===== config.mk =====
export PLATFORM = sky130hd
export DESIGN_NAME = pc_seq_flat
export DESIGN_NICKNAME = d
export VERILOG_FILES = /design/src/rtl/pc_seq_if.sv /design/src/rtl/pc_seq.sv /design/src/flat_wrapper.sv
export SDC_FILE = /design/constraint.sdc
export NUM_CORES = 1
export LEC_CHECK = 0
export BUFFER_PORTS_ARGS = -buffer_cell sky130_fd_sc_hd__buf_2
export CORE_MARGIN = 2
export CORE_UTILIZATION = 49
export DETAILED_ROUTE_END_ITERATION = 12
export HOLD_SLACK_MARGIN = 0.1
export PLACE_DENSITY = 0.77
export SLEW_MARGIN = 25
export SYNTH_ARGS = -nofsm -noshare
export SYNTH_HDL_FRONTEND = slang
export SYNTH_SLANG_ARGS = --single-unit

===== constraint.sdc =====
create_clock -name clk -period 2.2 [get_ports clk]
set_input_delay 0.33 -clock clk [delete_from_list [all_inputs] [get_ports clk]]
set_output_delay 0.33 -clock clk [all_outputs]
set_load 0.01 [all_outputs]

===== src/rtl/pc_seq_if.sv =====
// ---------------------------------------------------------------------------
// pc_seq_if -- bundle between the fetch-address sequencer and its neighbours
// (hazard unit, CP0, IF stage).
//
// Signals (named from the sequencer's point of view):
//   stall_i      hazard-unit freeze of IF/ID
//   irq_i        CP0 interrupt/exception request (highest priority)
//   eret_i       eret resolved in D
//   epc_i[31:0]  return address from CP0
//   br_i         taken branch/jump resolved in D
//   br_target_i  branch/jump target
//   pc_o[31:0]   current fetch address
//   pc_valid_o   pc_o is a real fetch (0 = bubble)
//   flush_o      one-cycle IF/ID flush on interrupt entry
//   exc_adel_o   fetch address error
//   state_o[2:0] sequencer FSM state (debug)
//   redir_cnt_o  redirect counter, only when PC_SEQ_REDIR_CNT_EN is defined
//
// Modports: master = environment driving requests, slave = pc_seq.
// Optional feature macro: PC_SEQ_REDIR_CNT_EN
// ---------------------------------------------------------------------------
interface pc_seq_if;
  logic        stall_i;
  logic        irq_i;
  logic        eret_i;
  logic [31:0] epc_i;
  logic        br_i;
  logic [31:0] br_target_i;
  logic [31:0] pc_o;
  logic        pc_valid_o;
  logic        flush_o;
  logic        exc_adel_o;
  logic [2:0]  state_o;
`ifdef PC_SEQ_REDIR_CNT_EN
  logic [15:0] redir_cnt_o;
`endif

  modport master (
    output stall_i, irq_i, eret_i, epc_i, br_i, br_target_i,
    input  pc_o, pc_valid_o, flush_o, exc_adel_o, state_o
`ifdef PC_SEQ_REDIR_CNT_EN
    , input redir_cnt_o
`endif
  );

  modport slave (
    input  stall_i, irq_i, eret_i, epc_i, br_i, br_target_i,
    output pc_o, pc_valid_o, flush_o, exc_adel_o, state_o
`ifdef PC_SEQ_REDIR_CNT_EN
    , output redir_cnt_o
`endif
  );
endinterface


===== src/rtl/pc_seq.sv =====
// ---------------------------------------------------------------------------
// pc_seq -- fetch-address sequencer for the 5-stage MIPS pipeline.
// Owns the architectural PC and each cycle advances it, holds it, or
// redirects it (interrupt entry, eret, taken branch/jump). A redirect that
// arrives while IF/ID is stalled is captured and replayed on stall release.
//
// Ports:
//   clk    system clock, rising edge
//   reset  asynchronous, active-low reset
//   bus    pc_seq_if.slave (requests in, pc/status out)
//
// Optional feature macro: PC_SEQ_REDIR_CNT_EN
//   defined   -> bus.redir_cnt_o counts non-sequential PC loads (saturating)
//   undefined -> counter absent, behaviour otherwise identical
// ---------------------------------------------------------------------------
module pc_seq #(
  parameter logic [31:0] RESET_PC   = 32'h0000_3000,
  parameter logic [31:0] HANDLER_PC = 32'h0000_4180,
  parameter logic [31:0] PC_MIN     = 32'h0000_3000,
  parameter logic [31:0] PC_MAX     = 32'h0000_6ffc
) (
  input  logic    clk,
  input  logic    reset,
  pc_seq_if.slave bus
);

  typedef enum logic [2:0] {
    ST_BOOT = 3'd0,
    ST_RUN  = 3'd1,
    ST_HOLD = 3'd2,
    ST_PEND = 3'd3,
    ST_EXC  = 3'd4
  } state_t;

  state_t      r_state;
  logic [31:0] r_pc;
  logic [31:0] r_pend_addr;
  logic        r_valid;
  logic        r_flush;

  logic [31:0] w_norm_pc;
  logic [31:0] w_cap_addr;

  // Misaligned or out-of-window fetch address.
  function automatic logic addr_err(input logic [31:0] a);
    return (a[1:0] != 2'b00) || (a < PC_MIN) || (a > PC_MAX);
  endfunction

  // Unstalled next PC and stall-capture address; eret outranks branch in both.
  always_comb begin
    w_norm_pc  = r_pc + 32'd4;
    w_cap_addr = bus.br_target_i;
    if (bus.eret_i) begin
      w_norm_pc  = bus.epc_i;
      w_cap_addr = bus.epc_i;
    end else if (bus.br_i) begin
      w_norm_pc  = bus.br_target_i;
      w_cap_addr = bus.br_target_i;
    end else begin
      w_norm_pc  = r_pc + 32'd4;
      w_cap_addr = bus.br_target_i;
    end
  end

  // Sequencer FSM: PC, pending redirect, valid and flush, all registered.
  always_ff @(posedge clk or negedge reset) begin
    if (!reset) begin
      r_state     <= ST_BOOT;
      r_pc        <= RESET_PC;
      r_pend_addr <= 32'd0;
      r_valid     <= 1'b0;
      r_flush     <= 1'b0;
    end else begin
      r_flush <= 1'b0;
      case (r_state)
        ST_BOOT: begin
          // pc already holds RESET_PC; the first real fetch is next cycle
          r_state <= ST_RUN;
          r_valid <= 1'b1;
        end
        ST_RUN, ST_HOLD, ST_PEND: begin
          if (bus.irq_i) begin
            // interrupt entry overrides stall and drops any pending redirect
            r_pc    <= HANDLER_PC;
            r_state <= ST_EXC;
            r_valid <= 1'b0;
            r_flush <= 1'b1;
          end else if (bus.stall_i) begin
            r_valid <= 1'b1;
            if (r_state == ST_PEND) begin
              // first captured redirect wins; later requests are ignored
              r_state <= ST_PEND;
            end else if (bus.eret_i || bus.br_i) begin
              r_pend_addr <= w_cap_addr;
              r_state     <= ST_PEND;
            end else begin
              r_state <= ST_HOLD;
            end
          end else if (r_state == ST_PEND) begin
            r_pc    <= r_pend_addr;
            r_state <= ST_RUN;
            r_valid <= 1'b1;
          end else begin
            r_pc    <= w_norm_pc;
            r_state <= ST_RUN;
            r_valid <= 1'b1;
          end
        end
        ST_EXC: begin
          // bubble for the flushed slot; handler fetch starts next cycle
          r_state <= ST_RUN;
          r_valid <= 1'b1;
        end
        default: begin
          // unreachable encoding: recover through BOOT
          r_state <= ST_BOOT;
          r_pc    <= RESET_PC;
          r_valid <= 1'b0;
        end
      endcase
    end
  end

  assign bus.pc_o       = r_pc;
  assign bus.pc_valid_o = r_valid;
  assign bus.flush_o    = r_flush;
  assign bus.state_o    = r_state;
  assign bus.exc_adel_o = r_valid & addr_err(r_pc);

`ifdef PC_SEQ_REDIR_CNT_EN
  logic        w_redir_load;
  logic [15:0] r_redir_cnt;

  function automatic logic [15:0] sat_inc(input logic [15:0] v);
    return (v == 16'hffff) ? v : (v + 16'd1);
  endfunction

  // Flags edges that load a non-sequential pc (irq, eret, br, replay).
  always_comb begin
    w_redir_load = 1'b0;
    if ((r_state == ST_RUN) || (r_state == ST_HOLD) || (r_state == ST_PEND)) begin
      if (bus.irq_i) begin
        w_redir_load = 1'b1;
      end else if (bus.stall_i) begin
        w_redir_load = 1'b0;
      end else if (r_state == ST_PEND) begin
        w_redir_load = 1'b1;
      end else begin
        w_redir_load = bus.eret_i | bus.br_i;
      end
    end else begin
      w_redir_load = 1'b0;
    end
  end

  // Saturating redirect counter.
  always_ff @(posedge clk or negedge reset) begin
    if (!reset) begin
      r_redir_cnt <= 16'd0;
    end else if (w_redir_load) begin
      r_redir_cnt <= sat_inc(r_redir_cnt);
    end else begin
      r_redir_cnt <= r_redir_cnt;
    end
  end

  assign bus.redir_cnt_o = r_redir_cnt;
`endif

endmodule

===== src/flat_wrapper.sv =====
// flat-port wrapper written by rule: the top's interface ports become plain ports
module pc_seq_flat 
#(
  parameter logic [31:0] RESET_PC   = 32'h0000_3000,
  parameter logic [31:0] HANDLER_PC = 32'h0000_4180,
  parameter logic [31:0] PC_MIN     = 32'h0000_3000,
  parameter logic [31:0] PC_MAX     = 32'h0000_6ffc
)
  (clk, reset, bus_stall_i, bus_irq_i, bus_eret_i, bus_epc_i, bus_br_i, bus_br_target_i, bus_pc_o, bus_pc_valid_o, bus_flush_o, bus_exc_adel_o, bus_state_o);
  pc_seq_if bus_i ();
  input  logic clk;
  input  logic reset;
  input wire logic [$bits(bus_i.stall_i)-1:0] bus_stall_i;
  input wire logic [$bits(bus_i.irq_i)-1:0] bus_irq_i;
  input wire logic [$bits(bus_i.eret_i)-1:0] bus_eret_i;
  input wire logic [$bits(bus_i.epc_i)-1:0] bus_epc_i;
  input wire logic [$bits(bus_i.br_i)-1:0] bus_br_i;
  input wire logic [$bits(bus_i.br_target_i)-1:0] bus_br_target_i;
  output wire logic [$bits(bus_i.pc_o)-1:0] bus_pc_o;
  output wire logic [$bits(bus_i.pc_valid_o)-1:0] bus_pc_valid_o;
  output wire logic [$bits(bus_i.flush_o)-1:0] bus_flush_o;
  output wire logic [$bits(bus_i.exc_adel_o)-1:0] bus_exc_adel_o;
  output wire logic [$bits(bus_i.state_o)-1:0] bus_state_o;
  assign bus_i.stall_i = bus_stall_i;
  assign bus_i.irq_i = bus_irq_i;
  assign bus_i.eret_i = bus_eret_i;
  assign bus_i.epc_i = bus_epc_i;
  assign bus_i.br_i = bus_br_i;
  assign bus_i.br_target_i = bus_br_target_i;
  assign bus_pc_o = bus_i.pc_o;
  assign bus_pc_valid_o = bus_i.pc_valid_o;
  assign bus_flush_o = bus_i.flush_o;
  assign bus_exc_adel_o = bus_i.exc_adel_o;
  assign bus_state_o = bus_i.state_o;
  pc_seq #(.RESET_PC(RESET_PC), .HANDLER_PC(HANDLER_PC), .PC_MIN(PC_MIN), .PC_MAX(PC_MAX)) u_core (.clk(clk), .reset(reset), .bus(bus_i));
endmodule

==> results of run 1 <==
## worst max-delay path, delay by kind of cell (launching register included)
family          cells  cell delay, ps
compound gates      2             360
flops               1             560
simple gates        3            1190
## flip-flops by register name, summed over array words and instances, names as in the netlist
signal                 cells
u_core.bus.state_o         2
u_core.bus.flush_o         1
u_core.bus.pc_o           32
u_core.bus.pc_valid_o      1
u_core.r_pend_addr        32
## area by class of cell
cell class	instances	area, µm²	area share (%)
multi-input combinational	421	2620	46.6
sequential	68	1700	30.3
timing repair buffer	156	935	16.6
tap	111	139	2.47
clock buffer	10	128	2.27
clock inverter	6	55.1	0.980
inverter	10	37.5	0.668
## path summary, 6_finish.rpt
check	to	cells after the start	slack, ps
setup / recovery	u_core.bus.pc_o[16]	5	20
hold / removal	u_core.r_pend_addr[27]	3	290
setup reg to reg	u_core.bus.pc_o[16]	5	20
hold reg to reg	u_core.r_pend_addr[7]	2	490
max in group asynchronous	u_core.bus.pc_o[12]	3	1320
min in group asynchronous	u_core.r_pend_addr[16]	3	550
## per-stage QoR
step,utilization [%],TNS [ps],worst slack [ps],std cells,power [mW]
final,61.7,0,23.8,782,4.79
after global routing,61.7,-27.3,-27.3,782,5.10
after CTS,61.3,0,58.8,779,4.76
after detailed placement,59.2,0,65.7,762,3.75
after global placement,59.2,0,114,762,3.68
after floorplan,-,0,94.2,536,2.98
## repair_timing
item,CTS,global route
resized for setup,0,4
setup endpoints to repair,0,6
hold buffers,1,0
endpoints found under the hold margin,66,0
setup buffers,0,3
## routing by layer
layer / share of wire [%] / vias up / global-route usage (%)
met5: 0 / - / 0
met4: 3.8 / 0 / 15.4
met3: 8.1 / 50 / 5.85
met2: 47 / 279 / 47.2
met1: 41 / 2388 / 42.0
li1: - / 2271 / -
## cells in the final DEF (no fill, tap or decap), drive strengths merged, types with 6 or more instances in the layout
master	count
mux2i	33
nand4	11
o221ai	6
clkbuf	10
inv	10
o211ai	7
a31oi	6
o22ai	11
a21oi	32
nor3	11
and3	6
nand2	74
nor4	12
nor2	33
dfrtp	66
o21ai	65
a22oi	7
xor2	11
nand3	15
buf	155
## cell families after synthesis
| family | share of synthesized area, % |
|---|---|
| mux | 7.27 |
| flops | 37.5 |
| buf+inv | 5.01 |
| fa+ha+maj | 0.275 |
| simple gates | 21.2 |
| compound gates | 26.0 |
| xor+xnor | 2.70 |
## power groups by stage
stage	sequential, mW	combinational [mW]	clock [mW]
2_1_floorplan	2.06	0.915	0
3_3_place_gp	2.06	1.62	0
3_5_place_dp	2.09	1.66	0
4_1_cts	2.07	1.67	1.02
5_1_grt	2.13	1.88	1.09
6_report	2.09	1.70	1.00
==> impl_metrics.json, run 1 <==
{
  "antenna_cells": 0,
  "relSlewSlack_pct": 61.8,
  "grt_pass1_vias": 4833,
  "hold_path.class": "input pin to flop",
  "r2r_start": "u_core.bus.pc_o[13]",
  "design_area_um2": 5620,
  "cap_violations": 0,
  "drtIter0Drc": 373,
  "start_util_pct": 49.9,
  "overflow": 0,
  "detailed_place_hpwl_um": 11000,
  "path_cells": "nand2_1 -> or4_4 -> or3_2 -> a41oi_1 -> a21o_1",
  "cts.sinks": 68,
  "ys_seq_area_share_pct": 37.5,
  "cts_max_path_buffers": 2,
  "drtPass1Iterations": 5,
  "worstSetupEndpointType": "flop",
  "syn_avg_cell_area_um2": 8.48,
  "io_pins": 108,
  "nFillCells": 807,
  "synth_edf_count": 0,
  "rows": 35,
  "core-area_um2": 9110,
  "drt_wl_total_um": 15300,
  "synthFlopType": "dfrtp_1",
  "clk_latency_ps": 340,
  "die_width_um": 100,
  "critPathRequiredTime_ps": 2480,
  "path_clk_slew_ps": 70,
  "grt_max_degree": 69,
  "power_frac_clock_pct": 20.9,
  "antenna_found_initial": 0,
  "max_stage_delay_ps": 630,
  "min_period_ps": 2180,
  "htreeDepth": 3,
  "ant_nets": 0,
  "ys_warn_count": 0,
  "irDropWorstVdd_v": 0.000391,
  "min_from": "bus_br_target_i[27]",
  "final-setup-viol-count": 0,
  "syn-num-nets": 607,
  "netlist.top_cell.by_area": "dfrtp_1",
  "numCtsBuffers": 9,
  "place_congestion": 0.918,
  "dr_total_vias": 4988,
  "root_buffer": "clkbuf_8",
  "tritoncts": "built",
  "fin_crit_sh_pct": 98.9,
  "drv_slew": 0,
  "p_leak_nw": 2.67,
  "final_nets": 737,
  "ys_ff_latch": 68,
  "yosys.area.top_type_share_pct": 36.3,
  "dpl-instance-area_um2": 5390,
  "remaining_drc_errors": 0,
  "grt_usage_pct": 30.9,
  "cell_internal_pwr_mw": 2.93,
  "yosysMostFrequentCell": "nand2_1",
  "pwr-share-seq_pct": 43.5,
  "numPortBuffers": 107,
  "critPathLaunchType": "flop",
  "async_reset_ff_share_pct": 100,
  "areaGrowthSynthToFinish_pct": 23.6,
  "hold_slack_ps": 295,
  "crit_path_start": "u_core.bus.pc_o[13]",
  "wl_per_cell_um": 19.6,
  "yosys-top-cells-area": "dfrtp_1 (36%), mux2i_1 (7.3%), o21ai_0 (7.2%), nand2_1 (6.0%), a21oi_1 (3.5%)",
  "critPathArrivalTime_ps": 2460,
  "synthesis.area_um2": 4540,
  "yosysUniqueCellTypes": 68,
  "routed_via_density": 6.38,
  "fmax_mhz": 460,
  "die_area_um2": 10100,
  "slowest_stage": "or4_4",
  "post_synth_most_frequent_cells": "nand2_1 (73), dfrtp_1 (66), o21ai_0 (65)",
  "drive_gt1_share_pct": 28.6,
  "synth_cells": 536,
  "tightest_slew_ps": 573,
  "grt_pass1_wl_um": 24300,
  "outcome": "finished, final reports clean",
  "swShare_pct": 38.8,
  "hold_violations": 0,
  "critical_path_class": "flop to flop",
  "p_comb_share_pct": 35.5,
  "p_sw_mw": 1.86,
  "crit_fanout": 7,
  "p_per_area_nw_per_um2": 853,
  "skew_ps": 7.92,
  "fp.dieH_um": 100
}
Power figures use the tool's default switching activity.
==> inputs of run 2 (changes only) <==
Settings changed: REMOVE_ABC_BUFFERS set to 1.
==> impl_metrics.json, run 2 (synthesis results as in run 1) <==
{
  "cap_violations": 0,
  "power_frac_clock_pct": 21.3,
  "dpl-instance-area_um2": 5370,
  "die_area_um2": 10100,
  "p_leak_nw": 2.66,
  "htreeDepth": 3,
  "areaGrowthSynthToFinish_pct": 23.4,
  "layout_common_cells": "buf_2 (107), nand2_1 (73), dfrtp_1 (66)",
  "drive_gt1_share_pct": 28.0,
  "path_clk_slew_ps": 70,
  "relSlewSlack_pct": 54.7,
  "skew_ps": 7.98,
  "final_nets": 736,
  "min_period_ps": 2130,
  "path_cells": "nand2_1 -> or4_4 -> or4_1 -> a21oi_1 -> a221o_1",
  "grt_pass1_wl_um": 24200,
  "drt_wl_total_um": 15400,
  "numCtsBuffers": 9,
  "clk_latency_ps": 350,
  "critPathRequiredTime_ps": 2490,
  "cell_internal_pwr_mw": 2.97,
  "grt_pass1_vias": 4740,
  "r2r_start": "u_core.bus.pc_o[12]",
  "hold_path.class": "input pin to flop",
  "routed_via_density": 6.45,
  "fp.dieH_um": 100,
  "ant_nets": 0,
  "die_width_um": 100,
  "swShare_pct": 38.6,
  "fmax_mhz": 469,
  "final_common_cell": "buf_2",
  "critPathArrivalTime_ps": 2420,
  "pre_cts_ws_ps": 64.3,
  "multi_input_area_um2": 2620,
  "drtIter0Drc": 341,
  "tightest_slew_ps": 673,
  "detailed_place_hpwl_um": 11300,
  "p_per_area_nw_per_um2": 861,
  "worstSetupEndpointType": "flop",
  "final-setup-viol-count": 0,
  "p_comb_share_pct": 35.4,
  "worst_path_dominant_cell_family": "simple AND/OR/NAND/NOR gates",
  "dr_total_vias": 5033,
  "core-area_um2": 9110,
  "design_area_um2": 5610,
  "tns_ps": 0,
  "remaining_drc_errors": 0,
  "place_congestion": 0.949,
  "grt_usage_pct": 30.9,
  "tritoncts": "built",
  "hold_slack_ps": 287,
  "finalPower_mw": 4.83,
  "critPathLaunchType": "flop",
  "dpl.cell_count": 759,
  "rows": 35,
  "critical_path_class": "flop to flop",
  "p_sw_mw": 1.86,
  "io_pins": 108,
  "wl_per_cell_um": 19.8,
  "worst_slack_ps": 65.9,
  "instances_no_fill": 780,
  "final_util_pct": 61.6,
  "crit_path_start": "u_core.bus.pc_o[12]",
  "crit_fanout": 7,
  "drtPass1Iterations": 5,
  "nFillCells": 799,
  "overflow": 0,
  "critPathBufInv": 0,
  "min_from": "bus_br_target_i[24]",
  "antenna_cells": 0,
  "slowest_stage": "or4_4",
  "root_buffer": "clkbuf_8",
  "hold_violations": 0,
  "outcome": "finished, final reports clean",
  "drv_slew": 0,
  "pwr-share-seq_pct": 43.3,
  "fin_crit_sh_pct": 97.0,
  "start_util_pct": 49.9,
  "cts_max_path_buffers": 2,
  "numPortBuffers": 107,
  "max_stage_delay_ps": 610,
  "seqCellArea_um2": 1700,
  "irDropWorstVdd_v": 0.000592,
  "grt_max_degree": 43,
  "cts.sinks": 68,
  "antenna_found_initial": 0
}
run 2: final cells by class:
class,count,area share [%]
Clock buffer,13,2.65
Clock inverter,2,0.625
Inverter,10,0.669
Multi-Input combinational cell,421,46.7
Sequential cell,68,30.4
Tap cell,111,2.48
Timing Repair Buffer,155,16.5
run 2: final timing paths:
kind / to / slack (ps) / cells after the start
setup / recovery: u_core.bus.pc_o[26] / 70 / 5
hold / removal: u_core.r_pend_addr[24] / 290 / 3
setup reg to reg: u_core.bus.pc_o[26] / 70 / 5
hold reg to reg: u_core.r_pend_addr[1] / 490 / 2
max in group asynchronous: u_core.bus.pc_o[13] / 1200 / 3
min in group asynchronous: u_core.r_pend_addr[6] / 540 / 3
run 2: layer usage:
layer | vias up | track usage (%) | part of all wire (%)
met2 | 314 | 50.0 | 48
met1 | 2431 | 42.0 | 40
met3 | 23 | 5.50 | 9.5
met4 | 0 | 10.4 | 1.8
met5 | - | 0 | 0
li1 | 2265 | - | -
run 2: power groups by stage:
stage | Combinational (mW) | Sequential [mW] | Clock, mW
after detailed placement | 1.63 | 2.09 | 0
after CTS | 1.65 | 2.07 | 1.03
after floorplan | 0.787 | 2.10 | 0
after global routing | 1.87 | 2.13 | 1.11
final | 1.71 | 2.09 | 1.03
after global placement | 1.59 | 2.07 | 0
run 2: repair_timing:
item / in CTS / in global routing
resized for setup: 0 / 4
hold endpoints to repair: 58 / 0
hold buffers: 1 / 0
endpoints found under the setup margin: 0 / 5
setup buffers: 0 / 5
run 2: worst min-delay path: stages:
cell     delay (ps)
buf_2            90
mux2i_1          50
o21ai_0         130
